[src/rtl/cuckoo_lookup_sched.sv]
// cuckoo_lookup_sched
// Schedules payload windows into the fixed-latency dual (case/nocase) cuckoo
// lookup pipeline. It issues at most one window per cycle and follows each one
// through the pipeline with a tag shift register. Hits, with their byte offsets,
// are collected into a first-word-fall-through result FIFO. A credit counter
// stops issue before the FIFO could overflow, and the pipeline is drained at
// end of packet.
//
// Ports
//   clk, rst                  clock, synchronous active-high reset
//   in_valid/in_ready         payload window handshake (in_ready is combinational)
//   in_data, in_sop, in_eop   window (bits [7:0] newest byte) and packet framing
//   lk_enable, lk_fifo_in     registered issue into lookup stage 1
//   lk_compare_out[_nocase]   per-slot hit flags, LAT cycles after lk_enable
//   lk_suffix[_nocase]        suffix codes, aligned with the hit flags
//   res_valid/res_ready       result FIFO handshake
//   res_offset/hit/suffix     head-of-FIFO result; hit/suffix = {nocase, case}
//   pkt_done                  one-cycle pulse once a packet has fully retired
//   busy                      scheduler is not IDLE
module cuckoo_lookup_sched #(
  parameter int unsigned LAT       = 4,
  parameter int unsigned RES_DEPTH = 8,
  parameter int unsigned OFF_W     = 11
) (
  input  logic             clk,
  input  logic             rst,
  input  logic             in_valid,
  output logic             in_ready,
  input  logic [159:0]     in_data,
  input  logic             in_sop,
  input  logic             in_eop,
  output logic             lk_enable,
  output logic [159:0]     lk_fifo_in,
  input  logic [1:0]       lk_compare_out,
  input  logic [1:0]       lk_compare_out_nocase,
  input  logic [1:0]       lk_suffix,
  input  logic [1:0]       lk_suffix_nocase,
  output logic             res_valid,
  input  logic             res_ready,
  output logic [OFF_W-1:0] res_offset,
  output logic [3:0]       res_hit,
  output logic [3:0]       res_suffix,
  output logic             pkt_done,
  output logic             busy
);

  localparam int unsigned CRD_W = $clog2(RES_DEPTH) + 1;
  localparam int unsigned PTR_W = $clog2(RES_DEPTH);
  localparam int unsigned DRN_W = $clog2(LAT + 2);
  localparam int unsigned ENT_W = OFF_W + 8;

  typedef enum logic [1:0] {
    IDLE  = 2'd0,
    RUN   = 2'd1,
    DRAIN = 2'd2
  } state_t;

  state_t             state;
  logic [CRD_W-1:0]   credits;
  logic [OFF_W-1:0]   off_cnt;     // offset of the most recently issued window
  logic [DRN_W-1:0]   drain_cnt;

  logic [LAT:0]       tag_vld;
  logic [OFF_W-1:0]   tag_off [LAT+1];

  logic [ENT_W-1:0]   mem [RES_DEPTH];
  logic [PTR_W:0]     wr_ptr;
  logic [PTR_W:0]     rd_ptr;
  logic [ENT_W-1:0]   rd_ent;

  logic               accept;
  logic               issue;
  logic [OFF_W-1:0]   issue_off;
  logic               any_hit;
  logic               fifo_wr;
  logic               fifo_rd;
  logic               slot_free;

  // Input handshake: an IDLE non-sop beat is always swallowed, issuing needs a credit
  always_comb begin
    in_ready = 1'b0;
    case (state)
      IDLE:    in_ready = (credits != '0) | ~in_sop;
      RUN:     in_ready = (credits != '0);
      default: in_ready = 1'b0;
    endcase
  end

  assign accept = in_valid & in_ready;
  assign issue  = accept & ((state == RUN) | ((state == IDLE) & in_sop));

  // Offset of the window being issued this cycle; saturates at all-ones
  always_comb begin
    issue_off = '0;
    if (state == RUN) begin
      issue_off = (&off_cnt) ? off_cnt : off_cnt + OFF_W'(1);
    end
  end

  // Retire side: tag slot LAT lines up with the pipeline outputs
  assign any_hit   = |(lk_compare_out | lk_compare_out_nocase);
  assign fifo_wr   = tag_vld[LAT] & any_hit;
  assign slot_free = tag_vld[LAT] & ~any_hit;
  assign fifo_rd   = res_valid & res_ready;

  // Scheduler FSM and issue registers
  always_ff @(posedge clk) begin
    if (rst) begin
      state      <= IDLE;
      off_cnt    <= '0;
      drain_cnt  <= '0;
      lk_enable  <= 1'b0;
      lk_fifo_in <= '0;
      pkt_done   <= 1'b0;
      busy       <= 1'b0;
    end else begin
      lk_enable <= issue;
      pkt_done  <= 1'b0;
      if (issue) begin
        lk_fifo_in <= in_data;
        off_cnt    <= issue_off;
      end
      case (state)
        IDLE: begin
          if (issue) begin
            busy <= 1'b1;
            if (in_eop) begin
              state     <= DRAIN;
              drain_cnt <= DRN_W'(LAT + 1);
            end else begin
              state <= RUN;
            end
          end
        end
        RUN: begin
          if (accept && in_eop) begin
            state     <= DRAIN;
            drain_cnt <= DRN_W'(LAT + 1);
          end
        end
        DRAIN: begin
          // Counter reaching zero means the last issued window has retired
          if (drain_cnt <= DRN_W'(1)) begin
            drain_cnt <= '0;
            pkt_done  <= 1'b1;
            busy      <= 1'b0;
            state     <= IDLE;
          end else begin
            drain_cnt <= drain_cnt - DRN_W'(1);
          end
        end
        default: begin
          state <= IDLE;
          busy  <= 1'b0;
        end
      endcase
    end
  end

  // Credits: one per FIFO slot, held by a window from issue until it frees its slot
  always_ff @(posedge clk) begin
    if (rst) begin
      credits <= CRD_W'(RES_DEPTH);
    end else begin
      credits <= credits + CRD_W'(slot_free) + CRD_W'(fifo_rd) - CRD_W'(issue);
    end
  end

  // Tag shift register; entry 0 loads alongside lk_enable
  always_ff @(posedge clk) begin
    if (rst) begin
      tag_vld <= '0;
      for (int i = 0; i <= int'(LAT); i++) begin
        tag_off[i] <= '0;
      end
    end else begin
      tag_vld    <= {tag_vld[LAT-1:0], issue};
      tag_off[0] <= issue_off;
      for (int i = 1; i <= int'(LAT); i++) begin
        tag_off[i] <= tag_off[i-1];
      end
    end
  end

  // Result FIFO, first-word-fall-through
  always_ff @(posedge clk) begin
    if (rst) begin
      wr_ptr <= '0;
      rd_ptr <= '0;
      for (int i = 0; i < int'(RES_DEPTH); i++) begin
        mem[i] <= '0;
      end
    end else begin
      if (fifo_wr) begin
        mem[wr_ptr[PTR_W-1:0]] <= {tag_off[LAT], lk_compare_out_nocase, lk_compare_out,
                                   lk_suffix_nocase, lk_suffix};
        wr_ptr <= wr_ptr + (PTR_W+1)'(1);
      end
      if (fifo_rd) begin
        rd_ptr <= rd_ptr + (PTR_W+1)'(1);
      end
    end
  end

  assign rd_ent     = mem[rd_ptr[PTR_W-1:0]];
  assign res_valid  = (wr_ptr != rd_ptr);
  assign res_offset = rd_ent[ENT_W-1 -: OFF_W];
  assign res_hit    = rd_ent[7:4];
  assign res_suffix = rd_ent[3:0];

endmodule

[config.mk]
export PLATFORM = sky130hd
export DESIGN_NAME = cuckoo_lookup_sched
export DESIGN_NICKNAME = d
export VERILOG_FILES = /design/src/rtl/cuckoo_lookup_sched.sv
export SDC_FILE = /design/constraint.sdc
export NUM_CORES = 1
export LEC_CHECK = 0
export CAP_MARGIN = 20
export CORE_MARGIN = 2
export CORE_UTILIZATION = 43
export CTS_BUF_LIST = sky130_fd_sc_hd__clkbuf_2
export CTS_CLUSTER_DIAMETER = 40
export DETAILED_ROUTE_END_ITERATION = 8
export PLACE_DENSITY = 0.7
export SLEW_MARGIN = 20
export SYNTH_ARGS = -nofsm -noshare
export SYNTH_HDL_FRONTEND = slang
export SYNTH_SLANG_ARGS = --single-unit
[constraint.sdc]
create_clock -name clk -period 3.34 [get_ports clk]
set_input_delay 0.668 -clock clk [delete_from_list [all_inputs] [get_ports clk]]
set_output_delay 0.668 -clock clk [all_outputs]
set_load 0.05 [all_outputs]
== Word-level counts from Yosys, hierarchy flattened ==
Memories as Yosys holds them, arrays and structs flattened. A register that Yosys moved wholly into a read port is not among the register bits.
Index checks and enable logic that the tools add are counted.

* Register bits after elaboration: 196
* Memory bits (writable): 207
* Output and inout bits: 184
* Logic and storage cells: 90
* Memories: 2

* $add $sub $neg: 7
* Magnitude comparators: 1
* Equal/unequal tests: 7
* Muxes and demuxes: 33
* Bitwise logic cells: 18
* Reduce and logical (&&, ||, !) cells: 11

{| class="wikitable"
|+ Memories
! memory !! words !! width !! read ports !! clocked after Yosys merged registers in !! wr ports !! RTL line !! text
|-
| mem || 8 || 19 || 1 || 1 || 8 || 66 || <nowiki>logic [ENT_W-1:0] mem [RES_DEPTH];</nowiki>
|-
| tag_off || 5 || 11 || 5 || 0 || 5 || 64 || <nowiki>logic [OFF_W-1:0] tag_off [LAT+1];</nowiki>
|}

{| class="wikitable"
|+ Operators by type and width
! kind !! count
|-
| 11-bit two-way mux || 7
|-
| 3-bit two-way mux || 7
|-
| 19-bit two-way mux || 1
|-
| 19-bit OR reduction || 1
|-
| 11-bit by 1-bit adder with 11-bit output (second input constant) || 1
|-
| 11-bit AND reduction || 1
|-
| 1-bit two-way mux || 10
|-
| 3-bit one-hot mux with 3 select lines || 1
|-
| 4-bit by 1-bit adder with 4-bit output || 2
|-
| 4-bit by 1-bit adder with 4-bit output (second input constant) || 2
|-
| 2-bit two-way mux || 4
|-
| 1-bit OR || 7
|-
| 1-bit AND || 6
|-
| 2-bit != test (second input constant) || 3
|-
| 2-bit one-hot mux with 3 select lines || 1
|-
| 3-bit AND reduction || 2
|-
| 4-bit != test || 1
|-
| 1-bit NOT || 4
|-
| 4-bit AND reduction || 1
|-
| 4-bit nonzero test || 1
|-
| 2-bit OR reduction || 2
|-
| 4-bit by 1-bit subtractor with 4-bit output || 1
|-
| 3-bit by 1-bit <= comparator with 1-bit output (second input constant) || 1
|-
| 1-bit one-hot mux with 3 select lines || 1
|-
| other kinds (9) || 9
|}

== Logic depth before layout (Yosys ltp) ==
Gate-level depths: netlist of run 1.

* Depth after elaboration: 8
* Mapped depth: 13
* Mapped depth without buffers: 12

== Least setup slack after synthesis of run 1 ==
OpenSTA, ideal clock, no wires.

* Kind: input port to flip-flop
* From: in in_sop
* To: reg credits[1]
* Arrival: 2.632 ns
* Setup slack: 0.642 ns
* Cell stages on the path: 10
* Path through: or2_2 > nand3_1 > inv_2 > clkbuf_1 > ha_1 > inv_1 > fa_1 > inv_1 > fa_1 > nor2_1

* Longest elaborated chain between the ends: 6

{| class="wikitable"
|+ Ends and longest elaborated chain
! item !! RTL line !! text
|-
| start, declared || 30 || <nowiki>input logic in_sop,</nowiki>
|-
| 1-bit NOT || 83 || <nowiki>IDLE: in_ready = (credits != '0) | ~in_sop;</nowiki>
|-
| 1-bit OR || 83 ||
|-
| 1-bit one-hot mux with 2 select lines || 82 || <nowiki>case (state)</nowiki>
|-
| 1-bit AND || 89 || <nowiki>assign accept = in_valid & in_ready;</nowiki>
|-
| 1-bit AND (*) || 90 || <nowiki>assign issue = accept & ((state == RUN) | ((state == IDLE) & in_sop));</nowiki>
|-
| net issue || 72 || <nowiki>logic issue;</nowiki>
|-
| 4-bit by 1-bit subtractor with 4-bit output (*) || 165 || <nowiki>credits <= credits + CRD_W'(slot_free) + CRD_W'(fifo_rd) - CRD_W'(issue);</nowiki>
|-
| end signal, assigned || 163 || <nowiki>credits <= CRD_W'(RES_DEPTH);</nowiki>
|-
| end signal, assigned || 165 ||
|-
| end, declared || 59 || <nowiki>logic [CRD_W-1:0] credits;</nowiki>
|}

Mark *: on every way through the listed nets, which the timed path passes. The rest lies on a longest branch.
A chain may end at the register's enable or synchronous reset.

==> results of run 1 <==
-- layer usage --
layer  vias to the layer above  share of wire, %
met1                      5455                37
met2                       395                50
met4                         0               3.6
li1                       5735                 -
met3                        84               9.0
met5                         -                 0
-- what timing repair did --
item,4_1_cts,5_1_grt
setup endpoints to repair,21,19
buffers inserted,1,0
gates resized for setup,29,5
endpoints found under the hold margin,23,0
hold buffers,1,0
-- power by group --
group | internal (mW) | switching, mW | leakage (nW)
combinational | 0.791 | 1.41 | 3.45
sequential | 5.39 | 0.138 | 3.58
clock | 1.19 | 1.96 | 0.682
total | 7.37 | 3.50 | 7.71
-- worst max-delay path: stages, from the launching register on --
cell,delay [ps]
dfxtp_4,410
buf_12,180
mux4_2,540
mux2_4,300
buf_6,160
-- how the worst min path moves through the flow --
stage	to	slack, ps	cells past startpoint
after floorplan	tag_off[0][11]$_SDFF_PP0_	410	1
after global placement	tag_off[0][20]$_SDFF_PP0_	420	1
after detailed placement	tag_off[0][28]$_SDFF_PP0_	420	1
after CTS	lk_fifo_in[30]$_SDFFE_PP0P_	30	3
after global routing	lk_fifo_in[70]$_SDFFE_PP0P_	90	3
final	lk_fifo_in[54]$_SDFFE_PP0P_	190	3
-- through the flow --
step                      area (um^2)  hold WS [ps]
after floorplan                 15800           414
after global placement          19700           416
after detailed placement        19700           422
after CTS                       20700          33.4
after global routing            20800          85.7
final                           20800           187
-- sequential cells by signal, summed over array words and instances, names as in the netlist, named ones only --
signal / count
rd_ptr: 4
tag_vld: 5
state: 2
off_cnt: 11
drain_cnt: 3
credits: 4
lk_fifo_in: 160
wr_ptr: 4
busy: 1
pkt_done: 1
mem: 152
tag_off: 55
-- cell usage after synthesis, drive strengths merged, types with 6 or more instances --
library cell and count:
a21oi 183, a31oi 6, and2 153, and3 6, buf 42, clkbuf 59
dfxtp 253, edfxtp 152, ha 9, inv 17, mux2 19, mux4 38
nand2 328, nand2b 10, nand3 11, nor2 24, nor2b 51, nor3 6
o21ai 9, or2 8, xnor2 11
-- layout make-up --
type	count	area, um^2
multi-input combinational	924	5670
fill	3112	15600
timing repair buffer	385	3930
inverter	17	66.3
clock inverter	29	134
tap	468	586
clock buffer	147	736
sequential	405	9630
antenna	4	10.0
-- cells by family after synthesis --
logic type                 after synthesis
xor gates and xnor gates                14
muxes                                   60
buffers and inverters                  118
AOI/OAI and AO/OA                      219
and+or+nand+nor                        620
adders and majority gates               11
DFF                                    405
-- placed cells by master, fill, tap and decap left out, types with 9 or more instances in the layout --
cell type	Yosys	final
clkdlybuf4s50_1	0	335
nand2_1	328	328
dfxtp_1	253	252
a21oi_1	183	183
and2_1	153	153
edfxtp_1	152	152
clkbuf_2	1	147
nor2b_1	51	51
mux4_2	38	38
nor2_1	24	24
buf_6	1	20
clkinv_1	0	19
buf_4	10	18
inv_1	16	16
xnor2_1	11	11
nand2b_1	10	10
nand3_1	11	10
mux2_4	0	10
o21ai_0	9	9
mux2_2	19	9
ha_1	9	9
buf_12	0	9
==> impl_metrics.env, run 1 <==
export IMPL_status="finished, final reports clean"
export IMPL_tightestPinTransition_ps=877
export IMPL_die_h_um=195
export IMPL_grt_util_met2_pct=36.1
export IMPL_core_area_um2=36300
export IMPL_async_reset_ff_share_pct=0
export IMPL_ys_types=58
export IMPL_ys_seq_elements=405
export IMPL_synth_compound_area_share_pct=7.61
export IMPL_timing_max_cap_violations=0
export IMPL_rsz0062_at_grt="yes"
export IMPL_grt_met1_usage_pct=23.1
export IMPL_wl_per_cell_um=17.1
export IMPL_fmax_mhz=304
export IMPL_arrival_ps=2630
export IMPL_synth_xor_area_share_pct=0.778
export IMPL_yosys_area_share_simple_pct=19.2
export IMPL_synth_top_family_by_area="simple AND/OR/NAND/NOR gates"
export IMPL_cts_buffers_inserted=102
export IMPL_fp_dieW_um=195
export IMPL_finalHoldViolCount=0
export IMPL_hpwl_um=26400
export IMPL_ant_nets=0
export IMPL_synthAdderAreaFrac_pct=0.969
export IMPL_use_met3_pct=8.15
export IMPL_num_io_pins=358
export IMPL_rr_startpoint="credits[2]$_SDFF_PP0_"
export IMPL_final_util_pct=57.1
export IMPL_max_slew_margin_pct=41.5
export IMPL_critPathKind="reg2out"
export IMPL_clk_latency_ps=1000
export IMPL_overflow=0
export IMPL_synth_mux_area_share_pct=6.98
export IMPL_area_growth_pct=31.8
export IMPL_die_area_um2=38200
export IMPL_ff2ff_setup_slack_ps=750
export IMPL_hold_start="in_data[54]"
export IMPL_yosysTopAreaCell="dfxtp_1"
export IMPL_cp_max_fo=14
export IMPL_cp_start_kind="flip-flop"
export IMPL_setup_violations=0
export IMPL_power_total_mw=10.9
export IMPL_p_leak_nw=7.71
export IMPL_synth_area_leaders="dfxtp_1 (32%), edfxtp_1 (29%), nand2_1 (7.8%)"
export IMPL_numPlacedInstances=2197
export IMPL_portBuffers=357
export IMPL_clock_path_buffers=3
export IMPL_synth_ff_type="dfxtp_1"
export IMPL_grt_first_pass_wirelength_um=62600
export IMPL_totalWireLength_um=40700
export IMPL_drive_above_1_share_pct=14.8
export IMPL_grt_busiest_layer="met2"
export IMPL_synth_cells=1447
export IMPL_r2r_cells=11
export IMPL_syn_area_per_cell_um2=10.9
export IMPL_gp_congestion=0.826
export IMPL_worstHoldPathType="in2reg"
export IMPL_synth_edf_count=152
export IMPL_synth_top_area_share_pct=32.1
export IMPL_grt_usage_pct=21.1
export IMPL_ctsHtreeMaxLevel=3
export IMPL_grt_pass1_vias=11619
export IMPL_post_place_ws_ps=273
export IMPL_ys_seq_area_share_pct=61.1
export IMPL_fin_cells=2379
export IMPL_cts_tree="built"
export IMPL_period_needed_ps=3290
export IMPL_ys_warn_count=0
export IMPL_setup_tns_ps=0
export IMPL_num_vias=11669
export IMPL_antenna_found_initial=3
export IMPL_syn_area_um2=15800
export IMPL_timing_rr_end="credits[1]$_SDFF_PP0_"
export IMPL_clk_pin_slew_ps=110
export IMPL_clock_skew_ps=73.9
export IMPL_crit_end="res_offset[7]"
export IMPL_critPathRequiredTime_ps=2670
export IMPL_fin_ws_ps=46.1
export IMPL_critPathCaptureType="output pin"
export IMPL_drtIter0Drc=609
export IMPL_viasPerCell=4.91
export IMPL_grt_max_degree=172
export IMPL_peakVddDrop_mv=0.290
export IMPL_fin_nets=2020
export IMPL_p_per_area_nw_per_um2=524
export IMPL_synth_nets=1632
export IMPL_firstDrtPassIters=5
export IMPL_rows=70
export IMPL_drv_slew=0
export IMPL_drc=0
export IMPL_start_util_pct=43.3
export IMPL_finalCritPeriodShare_pct=98.6
export IMPL_cts_sinks=405
export IMPL_cts_root_buf="clkbuf_2"
(Power assumes the default switching activity.)
==> run 2: changes to the inputs <==
--- a/config.mk
+++ b/config.mk
@@ -9,7 +9,7 @@
 export CORE_MARGIN = 2
 export CORE_UTILIZATION = 43
 export CTS_BUF_LIST = sky130_fd_sc_hd__clkbuf_2
-export CTS_CLUSTER_DIAMETER = 40
+export CTS_CLUSTER_DIAMETER = 100
 export DETAILED_ROUTE_END_ITERATION = 8
 export PLACE_DENSITY = 0.7
 export SLEW_MARGIN = 20
==> constraint.sdc (replaced) <==
create_clock -name clk -period 3.8 [get_ports clk]
set_input_delay 0.76 -clock clk [delete_from_list [all_inputs] [get_ports clk]]
set_output_delay 0.76 -clock clk [all_outputs]
set_load 0.05 [all_outputs]
==> run 2 against run 1 <==
Non-clock buffer count fell by 1. Hold slack improved by 32 ps. Highest routed layer unchanged. Clock power fell by 10%. Final cell count barely moved. Clock skew barely moved. Die area did not move. Worst setup slack improved by 180 ps. Register-to-register slack improved by 490 ps. Critical path type unchanged.
==> impl_metrics.env, run 2 (synthesis results as in run 1) <==
export IMPL_final_area_um2=20700
export IMPL_final_cell_mix="clkdlybuf4s50_1 (336), nand2_1 (328), dfxtp_1 (252)"
export IMPL_die_h_um=195
export IMPL_period_needed_ps=3570
export IMPL_die_area_um2=38200
export IMPL_cp_start_kind="flip-flop"
export IMPL_final_util_pct=56.9
export IMPL_hpwl_um=26100
export IMPL_worstHoldPathType="in2reg"
export IMPL_cp_max_fo=16
export IMPL_ant_nets=0
export IMPL_cts_sinks=405
export IMPL_cts_root_buf="clkbuf_2"
export IMPL_critPathRequiredTime_ps=3040
export IMPL_rows=70
export IMPL_antenna_found_initial=4
export IMPL_viasPerCell=4.91
export IMPL_tightestPinTransition_ps=844
export IMPL_status="finished, final reports clean"
export IMPL_largest_reg_flops=160
export IMPL_max_slew_margin_pct=43.7
export IMPL_totalWireLength_um=40500
export IMPL_clk_latency_ps=980
export IMPL_fin_ws_ps=226
export IMPL_arrival_ps=2810
export IMPL_drv_slew=0
export IMPL_top_register="lk_fifo_in"
export IMPL_setup_tns_ps=0
export IMPL_grt_usage_pct=21.4
export IMPL_timing_max_cap_violations=0
export IMPL_portBuffers=357
export IMPL_power_total_mw=9.59
export IMPL_gp_congestion=0.820
export IMPL_num_vias=11677
export IMPL_grt_max_degree=172
export IMPL_fmax_mhz=280
export IMPL_p_leak_nw=7.63
export IMPL_post_place_ws_ps=499
export IMPL_area_growth_pct=31.2
export IMPL_layout_cells_most_common="clkdlybuf4s50_1"
export IMPL_p_per_area_nw_per_um2=464
export IMPL_clock_skew_ps=73.6
export IMPL_critPathCaptureType="output pin"
export IMPL_clk_pin_slew_ps=100
export IMPL_fin_nets=2019
export IMPL_peakVddDrop_mv=0.261
export IMPL_grt_first_pass_wirelength_um=64000
export IMPL_overflow=0
export IMPL_crit_slowest_cell="mux4_2"
export IMPL_setup_violations=0
export IMPL_start_util_pct=43.3
export IMPL_drtIter0Drc=659
export IMPL_finalHoldViolCount=0
export IMPL_crit_chain="buf_12, mux4_2, mux2_2, clkdlybuf4s15_2"
export IMPL_core_area_um2=36300
export IMPL_critPathKind="reg2out"
export IMPL_firstDrtPassIters=4
export IMPL_rsz0062_at_grt="no"
export IMPL_dpl_cell_area_um2=19700
export IMPL_clock_path_buffers=3
export IMPL_cts_tree="built"
export IMPL_num_io_pins=358
export IMPL_cts_buffers_inserted=102
export IMPL_hold_buffers=0
export IMPL_largest_registers="lk_fifo_in x160, mem x152, tag_off x55"
export IMPL_drive_above_1_share_pct=14.5
export IMPL_finalCritPeriodShare_pct=94.1
export IMPL_drc=0
export IMPL_fp_dieW_um=195
export IMPL_wl_per_cell_um=17.0
export IMPL_ctsHtreeMaxLevel=3
export IMPL_grt_pass1_vias=12012
export IMPL_slowest_delay_ps=530
[run 2: what timing repair did]
item | CTS | global route
gates resized for setup | 51 | 2
endpoints found under the hold margin | 0 | 0
endpoints found under the setup margin | 19 | 4
cloned | 0 | 0
setup buffers | 1 | 4
[run 2: through the flow]
stage | cells | hold slack [ps]
global route | 2378 | 146
finish | 2380 | 218
floorplan | 1447 | 414
CTS | 2373 | 99.2
global placement | 2193 | 417
detailed placement | 2193 | 420
[run 2: path summary, 6_finish.rpt]
| check | startpoint | endpoint | slack (ps) | cells after the start |
|---|---|---|---|---|
| setup / recovery | flip-flop | res_hit[2] | 230 | 4 |
| hold / removal | rst | credits[1]$_SDFF_PP0_ | 220 | 2 |
| setup reg to reg | credits[2]$_SDFF_PP0_ | credits[1]$_SDFF_PP0_ | 1240 | 11 |
| hold reg to reg | tag_off[0][9]$_SDFF_PP0_ | tag_off[0][20]$_SDFF_PP0_ | 440 | 1 |
[run 2: per-layer routing]
| metal | part of all wire [%] | wire length, um | global-route usage, % |
|---|---|---|---|
| met1 | 36 | 14600 | 22.7 |
| met2 | 52 | 20900 | 37.7 |
| met3 | 8.7 | 3540 | 8.15 |
| met4 | 3.3 | 1340 | 9.75 |
| met5 | 0 | 0 | 0 |
[run 2: worst max-delay path, delay by kind of cell (launching register included)]
family	cells	cell delay (ps)
mux	2	820
flops	1	460
buf+inv	2	550
[run 2: area by class of cell]
type                       count  area, um^2
inverter                      17        66.3
tap                          468         586
clock buffer                 148         741
sequential                   405        9630
fill                        3144       15700
clock inverter                31         161
multi-input combinational    924        5630
timing repair buffer         384        3850
antenna                        3        7.51
[run 2: where the power goes]
part	switching [mW]	total, mW	leakage (nW)	internal (mW)
sequential	0.118	4.86	3.58	4.74
combinational	1.23	1.91	3.37	0.674
clock	1.72	2.83	0.689	1.11
total	3.07	9.59	7.63	6.53
==> run 3: changes to the inputs <==
--- a/config.mk
+++ b/config.mk
@@ -11,7 +11,7 @@
 export CTS_BUF_LIST = sky130_fd_sc_hd__clkbuf_2
 export CTS_CLUSTER_DIAMETER = 100
 export DETAILED_ROUTE_END_ITERATION = 8
-export PLACE_DENSITY = 0.7
+export PLACE_DENSITY = 0.73
 export SLEW_MARGIN = 20
 export SYNTH_ARGS = -nofsm -noshare
 export SYNTH_HDL_FRONTEND = slang
==> constraint.sdc (replaced) <==
create_clock -name clk -period 3.23 [get_ports clk]
set_input_delay 0.646 -clock clk [delete_from_list [all_inputs] [get_ports clk]]
set_output_delay 0.646 -clock clk [all_outputs]
set_load 0.05 [all_outputs]
==> run 3 against run 2 <==
The run now ends with setup timing left. Utilization is 1.4 points higher. Die area stayed put. Sequential share of layout area is 1.1 points lower. Clock skew is 11 ps higher. Via count is 1.4% higher. Non-clock buffer count is 14 higher. Sequential power is 18% higher. Hold slack worse by 6.8 ps. First-iteration DRC count is 12% higher. Register-to-register slack worse by 570 ps. Power is 20% higher. Wire length is 4.1% higher. Largest cell class unchanged.
==> impl_metrics.env, run 3 (synthesis results as in run 1) <==
export IMPL_overflow=0
export IMPL_gp_congestion=0.784
export IMPL_wl_per_cell_um=17.6
export IMPL_final_util_pct=58.2
export IMPL_setup_tns_ps=-1400
export IMPL_clk_pin_slew_ps=110
export IMPL_drv_slew=0
export IMPL_critPathKind="reg2out"
export IMPL_antenna_found_initial=5
export IMPL_start_util_pct=43.3
export IMPL_top_register="lk_fifo_in"
export IMPL_hold_start="in_data[23]"
export IMPL_ant_nets=0
export IMPL_cp_max_fo=5
export IMPL_die_h_um=195
export IMPL_ctsHtreeMaxLevel=3
export IMPL_largest_registers="lk_fifo_in x160, mem x152, tag_off x55"
export IMPL_rr_startpoint="credits[2]$_SDFF_PP0_"
export IMPL_area_growth_pct=34.4
export IMPL_cts_buffers_inserted=103
export IMPL_setup_violations=19
export IMPL_p_leak_nw=7.89
export IMPL_drc=0
export IMPL_cts_root_buf="clkbuf_2"
export IMPL_clock_skew_ps=84.6
export IMPL_die_area_um2=38200
export IMPL_fin_nets=2034
export IMPL_num_io_pins=358
export IMPL_fin_ws_ps=-98.2
export IMPL_cp_start_kind="flip-flop"
export IMPL_totalWireLength_um=42100
export IMPL_violations="setup timing"
export IMPL_power_total_mw=11.5
export IMPL_hpwl_um=26100
export IMPL_status="finished, violations left"
export IMPL_core_area_um2=36300
export IMPL_finalHoldViolCount=0
export IMPL_grt_first_pass_wirelength_um=64000
export IMPL_dpl_cell_area_um2=19800
export IMPL_grt_pass1_vias=11831
export IMPL_drtIter0Drc=737
export IMPL_rsz0062_at_grt="yes"
export IMPL_rows=70
export IMPL_clock_path_buffers=3
export IMPL_peakVddDrop_mv=0.310
export IMPL_final_area_um2=21200
export IMPL_p_per_area_nw_per_um2=545
export IMPL_timing_max_cap_violations=0
export IMPL_worstHoldPathType="in2reg"
export IMPL_timing_hold_ws_ps=212
export IMPL_period_needed_ps=3330
export IMPL_clk_latency_ps=990
export IMPL_critPathRequiredTime_ps=2580
export IMPL_viasPerCell=4.95
export IMPL_grt_usage_pct=21.6
export IMPL_layout_cells_most_common="clkdlybuf4s50_1"
export IMPL_grt_max_degree=175
export IMPL_fmax_mhz=300
export IMPL_max_slew_margin_pct=43.8
export IMPL_final_cell_mix="clkdlybuf4s50_1 (335), nand2_1 (328), dfxtp_1 (251)"
export IMPL_firstDrtPassIters=5
export IMPL_largest_reg_flops=160
export IMPL_numPlacedInstances=2201
export IMPL_portBuffers=357
export IMPL_drive_above_1_share_pct=15.5
export IMPL_tightestPinTransition_ps=843
export IMPL_num_vias=11845
export IMPL_post_place_ws_ps=232
export IMPL_finalCritPeriodShare_pct=103
export IMPL_fin_cells=2394
export IMPL_arrival_ps=2680
export IMPL_cts_tree="built"
export IMPL_fp_dieW_um=195
export IMPL_cts_sinks=405
export IMPL_critPathCaptureType="output pin"
-- run 3: cell count changes in the layout (fill, tap and decap cells not counted), sizes merged --
cell           before  now
clkdlybuf4s50     336  335
bufinv              1    3
inv                17   20
dlygate4sd3         0    1
clkdlybuf4s15      15    0
buf                29   60
clkinv             29   23
clkbuf            149  152
clkinvlp            1    0
dlygate4sd2         3    0
-- run 3: worst paths after layout --
check	cells after the start	endpoint	slack, ps
max reg2reg	11	credits[1]$_SDFF_PP0_	670
max	5	res_offset[0]	-100
min	3	lk_fifo_in[23]$_SDFFE_PP0P_	210
min reg2reg	1	tag_off[0][39]$_SDFF_PP0_	420
-- run 3: timing repair --
item / CTS / global route
endpoints found under the hold margin: 24 / 0
setup buffers: 2 / 1
resized for setup: 42 / 14
gates cloned: 6 / 1
endpoints found under the setup margin: 21 / 20
hold buffers: 1 / 0
-- run 3: power by group --
part           internal, mW  switching, mW
clock                  1.48           2.05
sequential             5.58          0.142
combinational         0.839           1.46
total                  7.89           3.65
-- run 3: layout make-up --
class | instances | area [um^2]
fill | 2988 | 15200
sequential | 405 | 9630
multi-input combinational | 924 | 5690
timing repair buffer | 398 | 4240
clock buffer | 150 | 751
tap | 468 | 586
clock inverter | 29 | 196
inverter | 17 | 66.3
antenna | 3 | 7.51
-- run 3: layer usage --
metal  vias to the layer above  wire length [um]  global-route usage [%]
met5                         -                28                       0
met4                         4              1180                    8.57
met3                        76              3730                    8.12
met2                       446             21400                    38.1
met1                      5563             15800                    23.6
li1                       5756                 -                       -
-- run 3: critical path: stages (launching register included) --
cell and delay [ps]:
dfxtp_4 420, buf_12 160, clkbuf_16 160, mux4_2 500, mux2_4 280, buf_8 150
